**src/rtl/nn_wb_regbank.sv**
```systemverilog
// nn_wb_regbank
//   Wishbone classic slave that sits between the management SoC and the NN
//   datapath core. It holds the operand and weight registers that feed the
//   core in parallel, sequences the core with a start/done handshake,
//   buffers results in a small FIFO, and drives the LED bank and an
//   interrupt line. A run is started by software (CTRL.start) or by a
//   rising edge on the synchronised user switch.
//
// Ports
//   clk, rst_l          clock, asynchronous active-low reset
//   wbs_*               Wishbone classic slave (byte offsets in adr[7:0])
//   sw_start_i          asynchronous user switch, hardware start source
//   core_in_o/core_w_o  packed operands/weights, element 0 in the LSBs
//   core_start_o        one-cycle start pulse to the core
//   core_done_i         result-valid pulse, core_result_i valid with it
//   led_o               registered LED drive, source chosen by CTRL.led_sel
//   irq_o               registered level interrupt
//
// Handshake: an access is taken when cyc & stb are high and no ack is
// outstanding; ack (with read data) follows one cycle later for exactly one
// cycle, so the master must drop or re-present stb after seeing ack.
//
// Register map (byte offsets)
//   0x00 CTRL     bit0 start (write-1 pulse), bit1 hw_start_en, bit2 irq_en,
//                 bits[4:3] led_sel
//   0x04 STATUS   bit0 busy, bit1 fifo_empty, bit2 fifo_full, bit3 timeout,
//                 bit4 underflow, bit5 wr_busy_err, bit6 bad_addr
//                 (bits 3-6 sticky, write-1-to-clear), bits[15:8] count
//   0x08 RESULT   read pops the FIFO head
//   0x0C LAST     most recent result pushed
//   0x10+4i       INPUT[i]
//   0x40+4j       WEIGHT[j]
module nn_wb_regbank #(
    parameter int N_IN        = 2,
    parameter int N_W         = 6,
    parameter int FIFO_DEPTH  = 4,
    parameter int TIMEOUT_CYC = 1024,
    parameter int SYNC_STAGES = 2
) (
    input  logic                clk,
    input  logic                rst_l,
    input  logic                wbs_stb_i,
    input  logic                wbs_cyc_i,
    input  logic                wbs_we_i,
    input  logic [3:0]          wbs_sel_i,
    input  logic [31:0]         wbs_adr_i,
    input  logic [31:0]         wbs_dat_i,
    output logic                wbs_ack_o,
    output logic [31:0]         wbs_dat_o,
    input  logic                sw_start_i,
    output logic [32*N_IN-1:0]  core_in_o,
    output logic [32*N_W-1:0]   core_w_o,
    output logic                core_start_o,
    input  logic                core_done_i,
    input  logic [31:0]         core_result_i,
    output logic [31:0]         led_o,
    output logic                irq_o
);

    localparam int PTR_W = $clog2(FIFO_DEPTH);
    localparam int CNT_W = PTR_W + 1;
    localparam int TMO_W = (TIMEOUT_CYC > 1) ? $clog2(TIMEOUT_CYC) : 1;

    localparam logic [7:0] OFF_CTRL   = 8'h00;
    localparam logic [7:0] OFF_STATUS = 8'h04;
    localparam logic [7:0] OFF_RESULT = 8'h08;
    localparam logic [7:0] OFF_LAST   = 8'h0C;
    localparam int         OFF_INPUT  = 16;
    localparam int         OFF_WEIGHT = 64;

    typedef enum logic [1:0] {
        ST_IDLE  = 2'd0,
        ST_START = 2'd1,
        ST_RUN   = 2'd2
    } state_e;

    state_e                 state_q, state_d;
    logic [TMO_W-1:0]       tmo_cnt_q, tmo_cnt_d;
    logic                   pending_q, pending_d;
    logic                   ack_q, ack_d;
    logic [31:0]            dat_q, dat_d;
    logic [31:0]            led_q, led_d;
    logic                   irq_q, irq_d;
    logic                   hw_en_q, hw_en_d;
    logic                   irq_en_q, irq_en_d;
    logic [1:0]             led_sel_q, led_sel_d;
    logic [32*N_IN-1:0]     in_q, in_d;
    logic [32*N_W-1:0]      w_q, w_d;
    logic [31:0]            last_q, last_d;
    logic                   timeout_q, timeout_d;
    logic                   underflow_q, underflow_d;
    logic                   wr_busy_err_q, wr_busy_err_d;
    logic                   bad_addr_q, bad_addr_d;
    logic [SYNC_STAGES-1:0] sync_q, sync_d;
    logic                   sw_prev_q, sw_prev_d;
    logic [PTR_W-1:0]       wr_ptr_q, wr_ptr_d;
    logic [PTR_W-1:0]       rd_ptr_q, rd_ptr_d;
    logic [CNT_W-1:0]       count_q, count_d;
    logic [31:0]            fifo_mem_q [FIFO_DEPTH];

    logic        valid;
    logic        wr_acc;
    logic        rd_acc;
    logic [7:0]  off;
    logic        in_hit;
    logic        w_hit;
    logic        mapped;
    logic [31:0] rd_data;
    logic [31:0] status_word;
    logic [31:0] ctrl_word;
    logic [31:0] fifo_head;
    logic        fifo_empty;
    logic        fifo_full;
    logic        busy;
    logic        locked;
    logic        sw_start_req;
    logic        hw_rise;
    logic        start_req;
    logic        push;
    logic        pop;
    logic        tmo_event;
    logic        unused_adr;

    // Only the low byte of the address is decoded.
    assign unused_adr = ^wbs_adr_i[31:8];

    assign valid  = wbs_cyc_i & wbs_stb_i & ~ack_q;
    assign wr_acc = valid & wbs_we_i;
    assign rd_acc = valid & ~wbs_we_i;
    assign off    = wbs_adr_i[7:0];

    assign fifo_empty = (count_q == '0);
    assign fifo_full  = (count_q == CNT_W'(FIFO_DEPTH));
    assign fifo_head  = fifo_mem_q[rd_ptr_q];

    // STATUS.busy reports RUN only; the operand registers stay locked through
    // START as well so the core never sees them change under its start pulse.
    assign busy   = (state_q == ST_RUN);
    assign locked = (state_q != ST_IDLE);

    assign status_word = {16'h0, 8'(count_q), 1'b0, bad_addr_q, wr_busy_err_q,
                          underflow_q, timeout_q, fifo_full, fifo_empty, busy};
    assign ctrl_word   = {27'h0, led_sel_q, irq_en_q, hw_en_q, 1'b0};

    function automatic logic [31:0] merge_bytes(input logic [31:0] old_v,
                                                input logic [31:0] new_v,
                                                input logic [3:0]  sel);
        logic [31:0] res;
        res = old_v;
        for (int b = 0; b < 4; b++) begin
            if (sel[b]) res[8*b +: 8] = new_v[8*b +: 8];
        end
        return res;
    endfunction

    // Address decode and read mux.
    always_comb begin
        in_hit  = 1'b0;
        w_hit   = 1'b0;
        rd_data = 32'h0;
        case (off)
            OFF_CTRL:   rd_data = ctrl_word;
            OFF_STATUS: rd_data = status_word;
            OFF_RESULT: rd_data = fifo_empty ? 32'h0 : fifo_head;
            OFF_LAST:   rd_data = last_q;
            default:    rd_data = 32'h0;
        endcase
        for (int i = 0; i < N_IN; i++) begin
            if (off == 8'(OFF_INPUT + 4 * i)) begin
                in_hit  = 1'b1;
                rd_data = in_q[32*i +: 32];
            end
        end
        for (int j = 0; j < N_W; j++) begin
            if (off == 8'(OFF_WEIGHT + 4 * j)) begin
                w_hit   = 1'b1;
                rd_data = w_q[32*j +: 32];
            end
        end
    end

    assign mapped = (off == OFF_CTRL) | (off == OFF_STATUS) | (off == OFF_RESULT) |
                    (off == OFF_LAST) | in_hit | w_hit;

    // Bus side: register writes, sticky flags, FIFO pop, read data.
    always_comb begin
        ack_d         = valid;
        dat_d         = rd_acc ? rd_data : 32'h0;
        hw_en_d       = hw_en_q;
        irq_en_d      = irq_en_q;
        led_sel_d     = led_sel_q;
        in_d          = in_q;
        w_d           = w_q;
        timeout_d     = timeout_q;
        underflow_d   = underflow_q;
        wr_busy_err_d = wr_busy_err_q;
        bad_addr_d    = bad_addr_q;
        sw_start_req  = 1'b0;
        pop           = 1'b0;

        if (wr_acc) begin
            if (off == OFF_CTRL && wbs_sel_i[0]) begin
                hw_en_d      = wbs_dat_i[1];
                irq_en_d     = wbs_dat_i[2];
                led_sel_d    = wbs_dat_i[4:3];
                sw_start_req = wbs_dat_i[0];
            end
            if (off == OFF_STATUS && wbs_sel_i[0]) begin
                if (wbs_dat_i[3]) timeout_d     = 1'b0;
                if (wbs_dat_i[4]) underflow_d   = 1'b0;
                if (wbs_dat_i[5]) wr_busy_err_d = 1'b0;
                if (wbs_dat_i[6]) bad_addr_d    = 1'b0;
            end
            for (int i = 0; i < N_IN; i++) begin
                if (off == 8'(OFF_INPUT + 4 * i)) begin
                    if (locked) wr_busy_err_d = 1'b1;
                    else in_d[32*i +: 32] = merge_bytes(in_q[32*i +: 32], wbs_dat_i, wbs_sel_i);
                end
            end
            for (int j = 0; j < N_W; j++) begin
                if (off == 8'(OFF_WEIGHT + 4 * j)) begin
                    if (locked) wr_busy_err_d = 1'b1;
                    else w_d[32*j +: 32] = merge_bytes(w_q[32*j +: 32], wbs_dat_i, wbs_sel_i);
                end
            end
        end

        if (rd_acc && off == OFF_RESULT) begin
            if (fifo_empty) underflow_d = 1'b1;
            else            pop         = 1'b1;
        end

        if (valid && !mapped) bad_addr_d = 1'b1;

        // A timeout landing on the same cycle as a clear must not be lost.
        if (tmo_event) timeout_d = 1'b1;
    end

    // Switch synchroniser and rising-edge detect.
    always_comb begin
        sync_d    = (sync_q << 1) | SYNC_STAGES'(sw_start_i);
        sw_prev_d = sync_q[SYNC_STAGES-1];
    end

    assign hw_rise   = sync_q[SYNC_STAGES-1] & ~sw_prev_q;
    assign start_req = sw_start_req | (hw_en_q & hw_rise);

    // Run sequencer. A start arriving while the FIFO is full is remembered
    // (one deep) and launched once a RESULT read frees an entry.
    always_comb begin
        state_d   = state_q;
        tmo_cnt_d = tmo_cnt_q;
        pending_d = pending_q;
        last_d    = last_q;
        push      = 1'b0;
        tmo_event = 1'b0;
        case (state_q)
            ST_IDLE: begin
                if ((start_req || pending_q) && !fifo_full) begin
                    state_d   = ST_START;
                    pending_d = 1'b0;
                end else if (start_req) begin
                    pending_d = 1'b1;
                end
            end
            ST_START: begin
                tmo_cnt_d = '0;
                state_d   = ST_RUN;
            end
            ST_RUN: begin
                if (core_done_i) begin
                    push    = 1'b1;
                    last_d  = core_result_i;
                    state_d = ST_IDLE;
                end else if (tmo_cnt_q == TMO_W'(TIMEOUT_CYC - 1)) begin
                    tmo_event = 1'b1;
                    state_d   = ST_IDLE;
                end else begin
                    tmo_cnt_d = tmo_cnt_q + TMO_W'(1);
                end
            end
            default: state_d = ST_IDLE;
        endcase
    end

    assign core_start_o = (state_q == ST_START);

    // FIFO pointers and occupancy.
    always_comb begin
        wr_ptr_d = push ? wr_ptr_q + PTR_W'(1) : wr_ptr_q;
        rd_ptr_d = pop  ? rd_ptr_q + PTR_W'(1) : rd_ptr_q;
        count_d  = count_q;
        case ({push, pop})
            2'b10:   count_d = count_q + CNT_W'(1);
            2'b01:   count_d = count_q - CNT_W'(1);
            default: count_d = count_q;
        endcase
    end

    // LED source select and interrupt.
    always_comb begin
        case (led_sel_q)
            2'd0:    led_d = last_q;
            2'd1:    led_d = fifo_empty ? 32'h0 : fifo_head;
            2'd2:    led_d = status_word;
            default: led_d = in_q[31:0];
        endcase
        irq_d = irq_en_q & (~fifo_empty | timeout_q | underflow_q | wr_busy_err_q | bad_addr_q);
    end

    always_ff @(posedge clk or negedge rst_l) begin
        if (!rst_l) begin
            state_q       <= ST_IDLE;
            tmo_cnt_q     <= '0;
            pending_q     <= 1'b0;
            ack_q         <= 1'b0;
            dat_q         <= '0;
            led_q         <= '0;
            irq_q         <= 1'b0;
            hw_en_q       <= 1'b0;
            irq_en_q      <= 1'b0;
            led_sel_q     <= '0;
            in_q          <= '0;
            w_q           <= '0;
            last_q        <= '0;
            timeout_q     <= 1'b0;
            underflow_q   <= 1'b0;
            wr_busy_err_q <= 1'b0;
            bad_addr_q    <= 1'b0;
            sync_q        <= '0;
            sw_prev_q     <= 1'b0;
            wr_ptr_q      <= '0;
            rd_ptr_q      <= '0;
            count_q       <= '0;
        end else begin
            state_q       <= state_d;
            tmo_cnt_q     <= tmo_cnt_d;
            pending_q     <= pending_d;
            ack_q         <= ack_d;
            dat_q         <= dat_d;
            led_q         <= led_d;
            irq_q         <= irq_d;
            hw_en_q       <= hw_en_d;
            irq_en_q      <= irq_en_d;
            led_sel_q     <= led_sel_d;
            in_q          <= in_d;
            w_q           <= w_d;
            last_q        <= last_d;
            timeout_q     <= timeout_d;
            underflow_q   <= underflow_d;
            wr_busy_err_q <= wr_busy_err_d;
            bad_addr_q    <= bad_addr_d;
            sync_q        <= sync_d;
            sw_prev_q     <= sw_prev_d;
            wr_ptr_q      <= wr_ptr_d;
            rd_ptr_q      <= rd_ptr_d;
            count_q       <= count_d;
        end
    end

    always_ff @(posedge clk or negedge rst_l) begin
        if (!rst_l) begin
            for (int i = 0; i < FIFO_DEPTH; i++) fifo_mem_q[i] <= '0;
        end else if (push) begin
            fifo_mem_q[wr_ptr_q] <= core_result_i;
        end
    end

    assign wbs_ack_o = ack_q;
    assign wbs_dat_o = dat_q;
    assign core_in_o = in_q;
    assign core_w_o  = w_q;
    assign led_o     = led_q;
    assign irq_o     = irq_q;

endmodule

```
**config.mk**
```make
export PLATFORM = sky130hd
export DESIGN_NAME = nn_wb_regbank
export DESIGN_NICKNAME = d
export VERILOG_FILES = /design/src/rtl/nn_wb_regbank.sv
export SDC_FILE = /design/constraint.sdc
export NUM_CORES = 1
export LEC_CHECK = 0
export ABC_AREA = 1
export CORE_UTILIZATION = 53
export DETAILED_ROUTE_END_ITERATION = 6
export PLACE_DENSITY = 0.91
export SLEW_MARGIN = 20
export SYNTH_ARGS = -nofsm -noshare
export SYNTH_HDL_FRONTEND = slang
export SYNTH_SLANG_ARGS = --single-unit
```
**constraint.sdc**
```tcl
create_clock -name clk -period 2.75 [get_ports clk]
set_input_delay 0.275 -clock clk [delete_from_list [all_inputs] [get_ports clk]]
set_output_delay 0.275 -clock clk [all_outputs]
set_load 0.03 [all_outputs]
```
; Word-level counts from Yosys, hierarchy flattened
; Cells that the tools add are included.
[totals]
reg_bits = 513
in_bits = 107
word_cells = 252
[classes]
add_sub_neg = 5
order_cmp = 3
eq_ne = 23
muxes = 78
n_bitwise = 25
reduce_logical = 62
[ops]
columns = cell, count
row1 = 32-bit two-way mux, 13
row2 = 128-bit bitwise mux, 1
row3 = 32-bit one-hot mux with 4 select lines, 1
row4 = 4-bit AND reduction, 32
row5 = 32-bit one-hot mux with 3 select lines, 1
row6 = 32-bit binary-select mux with 2-bit select, 1
row7 = 32-bit demux with 2-bit select, 1
row8 = 1-bit two-way mux, 52
row9 = "8-bit by 7-bit equality test with 1-bit output, second input constant", 6
row10 = 10-bit two-way mux, 2
row11 = 10-bit one-hot mux with 2 select lines, 1
row12 = 2-bit nonzero test, 10
row13 = "8-bit by 4-bit equality test with 1-bit output, second input constant", 2
row14 = "8-bit by 5-bit equality test with 1-bit output, second input constant", 2
row15 = "10-bit by 1-bit adder with 10-bit output, second input constant", 1
row16 = "10-bit equality test, second input constant", 1
row17 = 1-bit OR, 10
row18 = 3-bit AND reduction, 3
row19 = "8-bit by 3-bit equality test with 1-bit output, second input constant", 1
row20 = 8-bit zero test, 1
row21 = 2-bit AND reduction, 4
row22 = 1-bit bitwise AND, 7
row23 = "2-bit by 1-bit equality test with 1-bit output, second input constant", 3
row24 = "2-bit equality test, second input constant", 3
row25 = 19 further kinds, 37

; Depth between registers and ports, before layout
[depth]
depth_word = 21
mapped_depth = 14
ltp_nobuf = 13

; Worst setup path after synthesis
; Ideal clock, no wire load.
[synth_timing]
path_type = reg2reg
from = register state_q[0]
to = register count_q[2]
setup_ns = 0.124
t_arrival_ns = 2.366
required_ns = 2.626
path_slack_ns = 0.260
stages_incl_launch_ff = 13
path_buffers = 3
period_less_slack_ns = 2.490
path_cell_list = dfrtp_1 inv_1 ha_1 clkbuf_1 nand2_1 clkbuf_1 clkbuf_1 ha_1 inv_1 fa_1 a21oi_1 o21ai_0 xnor2_1
[synth_between]
elab_chain_len = 4
[synth_rtl]
columns = item, line_no
row1 = "start, declared", 77  ; state_e state_q, state_d;
row2 = "start signal, assigned", 336  ; state_q <= state_d;
row3 = 2-bit equality test (*), 257  ; case (state_q)
row4 = 1-bit two-way mux (*), 257
row5 = 2-bit by 1-bit equality test with 1-bit output or 2-bit equality test (tied branches), 293  ; case ({push, pop})
row6 = 3-bit one-hot mux with 2 select lines or 2-bit nonzero test (tied branches), --
row7 = "end signal, assigned", 357  ; count_q <= count_d;
row8 = "end, declared", 98  ; logic [CNT_W-1:0] count_q, count_d;
; Every way passes the cells marked *; elsewhere a longest branch is shown, timed or not.
; A chain may end at the register's enable or synchronous reset.

; Worst setup path in the final report
[layout_timing]
from = register state_q[1]
to = output core_start_o
[layout_between]
elab_chain_len = 1
[layout_rtl]
columns = item, line_no
row1 = 2-bit by 1-bit equality test with 1-bit output, 286  ; assign core_start_o = (state_q == ST_START);
row2 = "end, declared", 53  ; output logic core_start_o,
; Every way passes these cells.

==> impl_metrics.toml <==
[critical_path]
r2r_slack_ns = 0.39
critPathMaxStageDelay_ns = 0.84
crit_buf_inv = 2
cp_data_required_time_ns = 2.48
cp_max_fo = 3
reg2reg_depth = 7
crit_path_start_kind = "flip-flop"
path_class = "reg2out"
r2r_end = "core_w_o[90]"
critical_path.cell_chain = "inv_1, ha_1, clkdlybuf4s50_1"
r2r-start = "state_q[0]"
arrival_ns = 2.18
cpMaxStageDelayCell = "clkdlybuf4s50_1"
endpoint_kind = "primary output"
cp_top_family = "buffers and inverters"

[synth]
synth_compound_area_share_pct = 17.2
yosys_warnings = 0
synth_top_family_by_area = "simple AND/OR/NAND/NOR gates"
synth_xor_area_share_pct = 0.381
avgSynthCellArea_um2 = 8.36
synth_edf_count = 0
synthSimpleGateAreaFrac_pct = 20.2
synth_area_leader_cell = "dfrtp_1"
netlist_area_mm2 = 0.0230
synth_cells = 2749
yosysTopAreaCellShare_pct = 55.9
async_reset_ff_share_pct = 100
synth_flop_cell = "dfrtp_1"
synthAdderAreaFrac_pct = 0.632
synth_seq_area_share_pct = 55.9
yosysUniqueCellTypes = 39
synthMuxAreaShare_pct = 0
syn-num-nets = 2867
ys_seq_elements = 513
ys_top_cells_by_area = "dfrtp_1 (56%), nand2_1 (13%), o21ai_0 (11%)"

[grt]
grt_pass1_wl_mm = 128
antenna_found_initial = 3
grt_pass1_vias = 22029
grt_max_degree = 86
track_usage_pct = 37.7
overflow = 0

[layout]
final_util_pct = 70.3
fillCellCount = 3083
final_cells = 3769
area_growth_pct = 29.6
final_common_cell = "nand2_1"
layout_common_cells = "nand2_1 (808), o21ai_0 (518), dfrtp_1 (512)"
antenna_cells_inserted = 0
nets = 3269
drive_above_1_share_pct = 7.33

[route]
vias = 22562
first_pass_iters = 6
drt-initial-drc-count = 3125
routed_wl_mm = 83.1
final_antenna_net_count = 0
dr_wl_met2_mm = 38.7
drc = 0
met3_wirelength_mm = 8.90
wl_met1_mm = 30.6
routedWlPerCell_um = 22.0
vias_per_cell = 5.99
highest_layer = "met5"

[placed_design]
dpl.hpwl_mm = 58.7
dp_cells = 3673
gp_congestion = 0.965
port_buffers = 405

[timing]
slew_headroom_pct = 42.5
drv_slew = 0
worst_pin_slew_ns = 0.860
hold_viol = 0
finalSetupViolCount = 0
rsz0062_at_grt = "no"
clock.fmax_ghz = 0.408
clock_skew_ns = 0.0297
finalCriticalPeriod_ns = 2.45
period_share_pct = 89.1

[pwr]
power_leakage_nw = 13.6
power_density_mw_per_mm2 = 666
pwr-share-comb_pct = 15.6
swShare_pct = 29.5
vdd_drop_max_uv = 443
clock_power_share_pct = 37.1
seqPwrFrac_pct = 47.2
power_switching_mw = 5.86
p_int_mw = 14.0

[floorplanning]
fp.dieW_um = 210
core_region_area_mm2 = 0.0423
die_area_mm2 = 0.0442
rows = 75
initial_utilization_pct = 54.3
io_pins = 430
die_h_um = 210

[min_path]
min_delay_path_depth = 1
min_to = "sync_q[0]"
hold_start = "sw_start_i"
hp-class = "in2reg"

[status]
status = "completed"

[cts]
clkLatencyLatePin_ns = 0.62
postCtsHoldBufs = 1
path_clk_slew_ns = 0.06
post_cts_resized = 0
cts_tree = "done"
clockBufferDepth = 3
cts_sinks = 513
htreeDepth = 2
root_buffer = "clkbuf_16"
cts_made_buffers = 52
post_cts_buffers = 0

[flow_run]
cap_viol_max_count = 0
synthesized netlist by cell type (all sizes together), types with 2 or more instances:
cell / instances
a21oi: 99
dfrtp: 513
clkinv: 2
nand3b: 2
o21bai: 2
nand3: 93
o2111ai: 9
clkbuf: 90
o21ai: 555
or2: 19
o22ai: 34
buf: 55
nor2: 199
inv: 178
o31ai: 5
xor2: 8
nand2: 815
nor3: 5
o211ai: 19
nand4: 18
o311ai: 12
ha: 10
xnor2: 2
layer usage:
metal,GRT usage (%),vias to the layer above
met4,21.2,2
li1,-,9842
met5,0,-
met2,59.8,1593
met1,48.5,10792
met3,7.75,333
power by group through the flow:
stage	combinational (mW)	clock, mW	sequential [mW]
2_1_floorplan	1.80	0	9.30
3_3_place_gp	2.89	0	9.39
3_5_place_dp	3.03	0	9.47
4_1_cts	3.07	7.35	9.35
5_1_grt	3.47	7.66	9.48
6_report	3.10	7.36	9.37
final cells by class:
cell class	instances	area (um2)	area share, %
inverter	180	676	2.27
sequential	513	12800	43.1
clock inverter	14	189	0.635
multi-input combinational	1911	8850	29.7
clock buffer	81	1570	5.28
tap	577	722	2.43
timing repair buffer	493	4920	16.5
flip-flops by register name, summed over array words and instances (netlist names), 2 cells and up:
name,flops
core_w_o,192
fifo_mem_q,128
core_in_o,64
last_q,32
led_o,32
wbs_dat_o,32
tmo_cnt_q,10
count_q,3
led_sel_q,2
rd_ptr_q,2
state_q,2
sync_q,2
wr_ptr_q,2
how the worst max path moves through the flow:
stage,start,end,slack [ns],cells after the start
finish,state_q[1],core_start_o,0.30,3
global route,wbs_ack_o,count_q[2],0.22,12
CTS,state_q[1],core_start_o,0.33,3
detailed placement,wbs_adr_i[1],core_w_o[27],-0.02,9
global placement,wbs_adr_i[2],core_w_o[21],0.06,9
floorplan,state_q[0],count_q[2],0.26,12
per-stage QoR:
stage	setup WS [ns]	area, um2	total power, mW	setup TNS (ns)	hold WS [ns]
detailed placement	-0.0207	28000	12.5	-0.0531	0.351
global placement	0.0581	28000	12.3	0	0.348
floorplan	0.260	23000	11.1	0	-0.0206
CTS	0.330	29800	19.8	0	0.126
global route	0.223	29800	20.6	0	0.138
finish	0.299	29800	19.8	0	0.140
cells by family (layout without fill, tap and decap cells):
kind of cell    after synthesis  after routing
fa+ha+maj                    11             11
compound gates              738            738
buf+inv                     325            768
simple gates               1152           1152
flops                       513            513
xor+xnor                     10             10
(Power assumes the default switching activity.)
